[src/rtl/fpu_pkg.sv]
// Shared FPU types and constants: float32 layout and the itof pipeline stage payloads.
package fpu_pkg;

  localparam int FLOAT_BIAS    = 127;
  localparam int EXP_W         = 8;
  localparam int MANT_W        = 23;
  localparam int ITOF_EXP_BASE = 158;

  typedef struct packed {
    logic              sign;
    logic [EXP_W-1:0]  exp;
    logic [MANT_W-1:0] mant;
  } float32_t;

  typedef struct packed {
    logic        sign;
    logic        zero;
    logic [31:0] abs;
  } itof_s1_t;

  typedef struct packed {
    logic             sign;
    logic             zero;
    logic [EXP_W-1:0] exp;
    logic [31:0]      norm;
  } itof_s2_t;

endpackage

[src/rtl/lzc32.sv]
// Combinational 32-bit leading-zero counter; count is 31 when the input is all zeros.
module lzc32 (
  input  logic [31:0] value,
  output logic [4:0]  count,
  output logic        all_zero
);

  // Scanning upward lets the highest set bit overwrite any lower match.
  always_comb begin
    count = 5'd31;
    for (int i = 0; i < 32; i++) begin
      if (value[i]) count = 5'(31 - i);
    end
  end

  assign all_zero = ~|value;

endmodule

[src/rtl/itof_pipe.sv]
// Three-stage int32 -> float32 converter with valid/ready flow control.
// Rounding is ties-away-from-zero by default; define ITOF_RNE_EN for round-to-nearest-even.
module itof_pipe
  import fpu_pkg::*;
#(
  parameter int TAG_W = 4
) (
  input  logic             clk,
  input  logic             rstn,
  input  logic             in_valid,
  output logic             in_ready,
  input  logic [31:0]      in_x,
  input  logic [TAG_W-1:0] in_tag,
  output logic             out_valid,
  input  logic             out_ready,
  output logic [31:0]      out_y,
  output logic [TAG_W-1:0] out_tag
);

  logic             s1_valid, s2_valid, s3_valid;
  logic             s1_load, s2_load, s3_load;
  logic             s1_advance;
  itof_s1_t         s1_d, s1_q;
  itof_s2_t         s2_d, s2_q;
  float32_t         s3_d;
  logic [TAG_W-1:0] s1_tag, s2_tag, s3_tag;
  logic [31:0]      s3_y;
  logic [4:0]       lz;
  logic             abs_zero;
  logic [MANT_W-1:0] mant_r;
  logic             mant_carry;
  logic             round_up;
  logic             sticky;

  // A stage may load when it is empty or its occupant leaves this cycle.
  assign s3_load    = ~s3_valid | out_ready;
  assign s2_load    = ~s2_valid | s3_load;
  assign s1_advance = s1_valid & s2_load;
  assign in_ready   = ~s1_valid | s1_advance;
  assign s1_load    = in_ready;

  always_comb begin
    s1_d.sign = in_x[31];
    s1_d.zero = (in_x == 32'd0);
    s1_d.abs  = in_x[31] ? (~in_x + 32'd1) : in_x;
  end

  lzc32 u_lzc (
    .value    (s1_q.abs),
    .count    (lz),
    .all_zero (abs_zero)
  );

  always_comb begin
    s2_d.sign = s1_q.sign;
    s2_d.zero = s1_q.zero | abs_zero;
    s2_d.norm = s1_q.abs << lz;
    s2_d.exp  = 8'(ITOF_EXP_BASE) - {3'b000, lz};
  end

  // Ties-away ignores sticky; it is folded in redundantly so the bits stay consumed.
  always_comb begin
    sticky = |s2_q.norm[6:0];
`ifdef ITOF_RNE_EN
    round_up = s2_q.norm[7] & (sticky | s2_q.norm[8]);
`else
    round_up = s2_q.norm[7] | (s2_q.norm[7] & sticky);
`endif
    {mant_carry, mant_r} = {1'b0, s2_q.norm[30:8]} + 24'(round_up);
    s3_d.sign = s2_q.sign;
    s3_d.exp  = s2_q.exp + {7'd0, mant_carry};
    s3_d.mant = mant_r;
    if (s2_q.zero | ~s2_q.norm[31]) s3_d = '0;
  end

  always_ff @(posedge clk) begin
    if (!rstn) begin
      s1_valid <= 1'b0;
      s2_valid <= 1'b0;
      s3_valid <= 1'b0;
    end else begin
      if (s1_load) s1_valid <= in_valid;
      if (s2_load) s2_valid <= s1_valid;
      if (s3_load) s3_valid <= s2_valid;
    end
  end

  // Payloads only update with a valid occupant so a stalled output holds steady.
  always_ff @(posedge clk) begin
    if (!rstn) begin
      s1_q   <= '0;
      s1_tag <= '0;
      s2_q   <= '0;
      s2_tag <= '0;
      s3_y   <= '0;
      s3_tag <= '0;
    end else begin
      if (s1_load && in_valid) begin
        s1_q   <= s1_d;
        s1_tag <= in_tag;
      end
      if (s2_load && s1_valid) begin
        s2_q   <= s2_d;
        s2_tag <= s1_tag;
      end
      if (s3_load && s2_valid) begin
        s3_y   <= s3_d;
        s3_tag <= s2_tag;
      end
    end
  end

  assign out_valid = s3_valid;
  assign out_y     = s3_y;
  assign out_tag   = s3_tag;

endmodule

[config.mk]
export PLATFORM = sky130hd
export DESIGN_NAME = itof_pipe
export DESIGN_NICKNAME = d
export VERILOG_FILES = /design/src/rtl/fpu_pkg.sv /design/src/rtl/lzc32.sv /design/src/rtl/itof_pipe.sv
export SDC_FILE = /design/constraint.sdc
export NUM_CORES = 1
export LEC_CHECK = 0
export ABC_CLOCK_PERIOD_IN_PS = 3400
export CAP_MARGIN = 20
export CORE_MARGIN = 2
export CORE_UTILIZATION = 55
export DETAILED_ROUTE_END_ITERATION = 8
export GPL_TIMING_DRIVEN = 1
export PLACE_DENSITY = 0.86
export SYNTH_ARGS = -nofsm -noshare
export SYNTH_HDL_FRONTEND = slang
export SYNTH_HIERARCHICAL = 1
export SYNTH_SLANG_ARGS = --single-unit
[constraint.sdc]
create_clock -name clk -period 3.4 [get_ports clk]
set_input_delay 0.51 -clock clk [delete_from_list [all_inputs] [get_ports clk]]
set_output_delay 0.51 -clock clk [all_outputs]
set_load 0.05 [all_outputs]
==> out/results.tsv, run 1 <==
stage	metric	value	unit
floorplanning	die_h	122	um
drt	routedWlPerCell	19.2	um
drt	drt-total-wl	22100	um
grt	antenna_found_initial	0	
placement	portBuffers	77	
sta	tightest_slew	0.686	ns
grt	grt_max_degree	53	
worst_setup_path	crit_fanout	25	
floorplanning	die_w	122	um
cts	cts_max_level	4	
yosys	syn-num-nets	928	
drt	drc	0	
min_path	hold_class	register to register	
drt	drtPass1Iterations	6	
yosys	synth_edf_count	0	
sta	fin_skew	0.0135	ns
sta	slew_viol_final	0	
power_and_ir_drop	powerDensity	506	nW/um2
floorplanning	io_pins	78	
yosys	ys_seq_area_share	30.4	%
worst_setup_path	cp_slowest_cell	dfxtp_1	
sta	finalCriticalPeriod	3.25	ns
drt	dr_wl_met2	10800	um
worst_setup_path	cpPeakStageDelay	0.61	ns
cts	cts_made_buffers	17	
drt	dr.max_layer_used	met4	
floorplanning	die_area	14800	um2
yosys	synth-warning-count	6	
placement	gp_congestion	0.939	
yosys	netlist_instances	882	
finish	syn_to_final_growth	23.0	%
drt	vias	7475	
finish	final_nets	1001	
worst_setup_path	cp.arrival	3.56	ns
sta	max_freq	0.308	GHz
job	maxCapViolCount	0	
cts	insertion_delay	0.43	ns
cts	cts-root-buf	clkbuf_16	
cts	cts_tree	yes	
cts	cts.sinks	116	
sta	finalCritPeriodShare	95.5	%
grt	grt.total_usage	30.1	%
placement	place_area	8770	um2
finish	drive_above_1_share	14.8	%
finish	fillers	1034	
drt	viasPerCell	6.51	
cts	post_cts_buffers	0	
finish	num_antenna_cells	0	
power_and_ir_drop	p_leak	3.45	nW
sta	grt_setup_unrepaired	no	
placement	place_hpwl	14800	um
yosys	synth_ff_type	dfxtp_1	
drt	final_antenna_net_count	0	
worst_setup_path	endpoint_kind	register	
grt	grt-ovfl-total	0	
cts	cts.clk_slew.worst_paths	0.06	ns
finish	mostFrequentLayoutCell	dfxtp_1	
sta	slew_headroom	54.1	%
sta	tns	0	ns
yosys	synth-async-reset-ratio	0	%
status	outcome	finished clean	
worst_setup_path	cp-start-kind	register	
drt	wl_met3	1710	um
floorplanning	core_area	13700	um2
drt	first_iter_violations	871	
finish	final_cell_mix	116 x dfxtp_1, 92 x nand2_1, 83 x nor2_1	
worst_setup_path	crit_chain	o31ai_1 -> a211oi_1 -> o21a_4 -> mux2_2 -> mux4_2 -> mux2i_1 -> o221ai_1 -> o211a_1	
sta	setup_viol	0	
drt	m1WireLength	8570	um
grt	grt_pass1_vias	7027	
yosys	syn_area	7630	um2
sta	hold_viol_final	0	
floorplanning	row_count	43	
yosys	synth-seq-cells	116	
worst_setup_path	required	3.71	ns
yosys	ys_types	72	
power_and_ir_drop	ir_worst_vdd	0.402	mV
finish	design_area	9380	um2
worst_setup_path	crit_type	register to register	
cts	hold_buffers	0	
grt	grt_pass1_wl	35700	um
cts	cts_buffer_depth	2	
yosys	synth_area_per_cell	8.65	um2
floorplanning	start_util	55.6	%
==> layer usage <==
metal	track usage [%]	up-vias
li1	-	3439
met1	37.4	3511
met2	50.5	434
met3	6.13	91
met4	13.9	0
met5	0	-
==> critical path: cells and delay by family (launching register included) <==
kind / cells / cell delay (ns)
AO/OA/AOI/OAI: 5 / 1.40
multiplexers: 3 / 1.11
flip-flops: 1 / 0.61
==> metrics by stage <==
step	utilization [%]	std cells	total power, mW	hold WS, ns	setup WS (ns)
floorplan	-	882	2.46	0.432	0.407
global placement	63.9	1116	2.84	0.434	0.274
detailed placement	63.9	1116	2.86	0.444	0.194
CTS	68.3	1148	4.71	0.455	0.0773
global route	68.4	1148	4.91	0.475	0.0517
finish	68.4	1148	4.74	0.451	0.151
==> logic make-up after synthesis <==
| group | share of synthesized area [%] |
|---|---|
| AOI/OAI and AO/OA | 18.6 |
| xor gates and xnor gates | 5.85 |
| adders and majority gates | 0.984 |
| buffers and inverters | 4.31 |
| DFF | 30.4 |
| muxes | 19.4 |
| and+or+nand+nor | 20.4 |
==> power by group <==
| part | switching [mW] | internal, mW | total (mW) |
|---|---|---|---|
| logic | 0.735 | 0.632 | 1.37 |
| registers | 0.0952 | 1.43 | 1.52 |
| clock network | 0.727 | 1.12 | 1.85 |
| total | 1.56 | 3.19 | 4.74 |
==> flip-flops by register name, summed over array words and instances (netlist names) <==
name and flops:
out_y 32, s2_q 35, s1_tag 4, out_tag 4
out_valid 1, s1_valid 1, s1_q 34, s2_valid 1
s2_tag 4
==> cells in the mapped netlist, types with 6 or more instances <==
cell      count  area share (%)
nand2_1      92             4.5
ha_1          6            0.98
inv_1        16            0.79
xor2_1       28             3.2
buf_1        15            0.74
o21ai_0      46             3.0
o22ai_1       8            0.66
xnor2_1      23             2.6
nor2b_1      15             1.2
clkbuf_1     42             2.1
o211ai_1      7            0.69
nand3_1      28             1.8
or3_1         7            0.57
a211oi_1     20             2.0
a22oi_1      21             2.1
and3_1        6            0.49
nand2b_1      8            0.66
mux2_2       12             1.8
a21oi_1      40             2.6
nand4_1      15             1.2
nor2_1       83             4.1
o31ai_1      12             1.2
nor4_1        8            0.66
mux4_2       37              11
mux2i_1      51             6.7
buf_2         8            0.52
nor3_1       25             1.6
dfxtp_1     116              30
==> path summary, 6_finish.rpt <==
| check | startpoint | endpoint | slack (ns) | depth (start not counted) |
|---|---|---|---|---|
| worst max-delay path | s1_q[25] | s2_q[17] | 0.15 | 8 |
| worst min-delay path | out_y[16] | out_y[16] | 0.45 | 2 |
| worst max register to register | s1_q[25] | s2_q[17] | 0.15 | 8 |
| worst min register to register | out_y[16] | out_y[16] | 0.45 | 2 |
==> final cells by class <==
type	instances	area [um2]	area share (%)
multi-input cells	683	5030	53.7
flip-flops and latches	116	2320	24.7
repair buffers	120	1130	12.1
clock buffers	18	439	4.68
well taps	180	225	2.40
clock inverters	14	166	1.77
inverters	17	63.8	0.680
==> what timing repair did <==
item	in CTS	in global routing
endpoints found under the hold margin	0	0
endpoints found under the setup margin	0	6
resized for setup	0	1
(Power assumes the default switching activity.)
==> inputs of run 2 (changes only) <==
--- a/config.mk
+++ b/config.mk
@@ -12,6 +12,7 @@
 export DETAILED_ROUTE_END_ITERATION = 8
 export GPL_TIMING_DRIVEN = 1
 export PLACE_DENSITY = 0.86
+export RECOVER_POWER = 25
 export SYNTH_ARGS = -nofsm -noshare
 export SYNTH_HDL_FRONTEND = slang
 export SYNTH_HIERARCHICAL = 1
==> run 2 against run 1 <==
- cell count did not move
- sequential share of layout area barely moved
- hold slack got worse by 0.0051 ns
- critical endpoint unchanged
- largest power group unchanged
==> out/results.tsv, run 2 (synthesized netlist as in run 1, its figures left out) <==
stage	metric	value	unit
finish	final_nets	1001	
drt	routedWlPerCell	19.1	um
grt	antenna_found_initial	0	
placement	gp_congestion	0.939	
drt	viasPerCell	6.47	
sta	tightest_slew	1.08	ns
power_and_ir_drop	powerDensity	506	nW/um2
cts	cts-root-buf	clkbuf_16	
sta	max_freq	0.307	GHz
floorplanning	row_count	43	
cts	cts_buffer_depth	2	
cts	cts.clk_slew.worst_paths	0.06	ns
sta	layout_setup_ws	0.145	ns
cts	hold_buffers	0	
placement	place_hpwl	14800	um
drt	first_iter_violations	882	
sta	slew_viol_final	0	
floorplanning	io_pins	78	
power_and_ir_drop	ir_worst_vdd	0.401	mV
cts	cts_made_buffers	17	
floorplanning	die_w	122	um
cts	post_cts_buffers	0	
sta	setup_viol	0	
worst_setup_path	crit_type	register to register	
floorplanning	die_h	122	um
cts	cts_max_level	4	
floorplanning	die_area	14800	um2
placement	dp_slack	0.194	ns
grt	grt_pass1_vias	7027	
finish	mostFrequentLayoutCell	dfxtp_1	
grt	grt_pass1_wl	35700	um
power_and_ir_drop	finalPower	4.74	mW
cts	insertion_delay	0.42	ns
sta	hold_viol_final	0	
drt	final_antenna_net_count	0	
finish	drive_above_1_share	14.7	%
sta	tns	0	ns
sta	finalCriticalPeriod	3.25	ns
job	maxCapViolCount	0	
finish	syn_to_final_growth	22.8	%
cts	cts_resized	0	
worst_setup_path	cp.arrival	3.56	ns
drt	drtPass1Iterations	6	
floorplanning	start_util	55.6	%
sta	finalCritPeriodShare	95.7	%
drt	drt-total-wl	21900	um
grt	grt-ovfl-total	0	
finish	final_cell_mix	116 x dfxtp_1, 92 x nand2_1, 83 x nor2_1	
worst_setup_path	crit_fanout	25	
status	outcome	finished clean	
sta	slew_headroom	28.0	%
sta	grt_setup_unrepaired	no	
power_and_ir_drop	p_leak	3.50	nW
finish	top_register	s2_q	
placement	portBuffers	77	
worst_setup_path	endpoint_kind	register	
drt	drc	0	
grt	grt_max_degree	53	
drt	vias	7433	
finish	num_antenna_cells	0	
worst_setup_path	cp-start-kind	register	
finish	largest_register_ffs	35	
sta	fin_skew	0.0107	ns
floorplanning	core_area	13700	um2
cts	cts_tree	yes	
min_path	hold_class	register to register	
cts	cts.sinks	116	
worst_setup_path	required	3.71	ns
worst_setup_path	rr_worst_depth	8	
min_path	holdPathStages	2	
grt	grt.total_usage	30.1	%
==> run 2: changes by cell type in the layout (fill, tap and decap cells not counted) <==
cell | previous run | this run
buf_12 | 3 | 2
clkbuf_2 | 0 | 1
clkdlybuf4s50_1 | 77 | 61
dlygate4sd3_1 | 0 | 16
inv_1 | 16 | 17
inv_2 | 1 | 0
==> run 2: power by group <==
group / switching [mW] / leakage [nW] / internal (mW)
Clock: 0.726 / 0.294 / 1.12
Combinational: 0.733 / 2.26 / 0.630
Sequential: 0.0950 / 0.947 / 1.43
==> run 2: cell type report <==
cell class / count / area (um2)
clock buffers: 18 / 439
clock inverters: 14 / 166
flip-flops and latches: 116 / 2320
multi-input cells: 683 / 5030
inverters: 17 / 63.8
well taps: 180 / 225
repair buffers: 120 / 1120
fillers: 1036 / 4350
==> run 2: final timing paths <==
path | slack [ns] | from | end
setup / recovery | 0.15 | s1_q[25] | s2_q[17]
hold / removal | 0.45 | out_y[16] | out_y[16]
setup reg to reg | 0.15 | s1_q[25] | s2_q[17]
hold reg to reg | 0.45 | out_y[16] | out_y[16]
==> run 2: critical path, stage by stage (launching register included) <==
cell      delay [ns]
dfxtp_1         0.61
o31ai_1         0.15
a211oi_1        0.38
o21a_4          0.44
mux2_2          0.41
mux4_2          0.53
mux2i_1         0.19
o221ai_1        0.21
o211a_1         0.22
==> run 2: metrics by stage <==
stage	std cells	util, %	area, um2	hold WS, ns
final	1148	68.3	9370	0.446
after global routing	1148	68.3	9370	0.470
after CTS	1148	68.3	9380	0.455
after detailed placement	1116	63.9	8770	0.444
after global placement	1116	63.9	8770	0.434
after floorplan	882	-	7630	0.432
==> run 2: routing by layer <==
layer / share of wire (%) / GRT usage (%) / vias up
li1: - / - / 3443
met1: 39 / 37.4 / 3482
met2: 49 / 50.5 / 421
met3: 7.6 / 6.13 / 87
met4: 4.5 / 13.9 / 0
met5: 0 / 0 / -
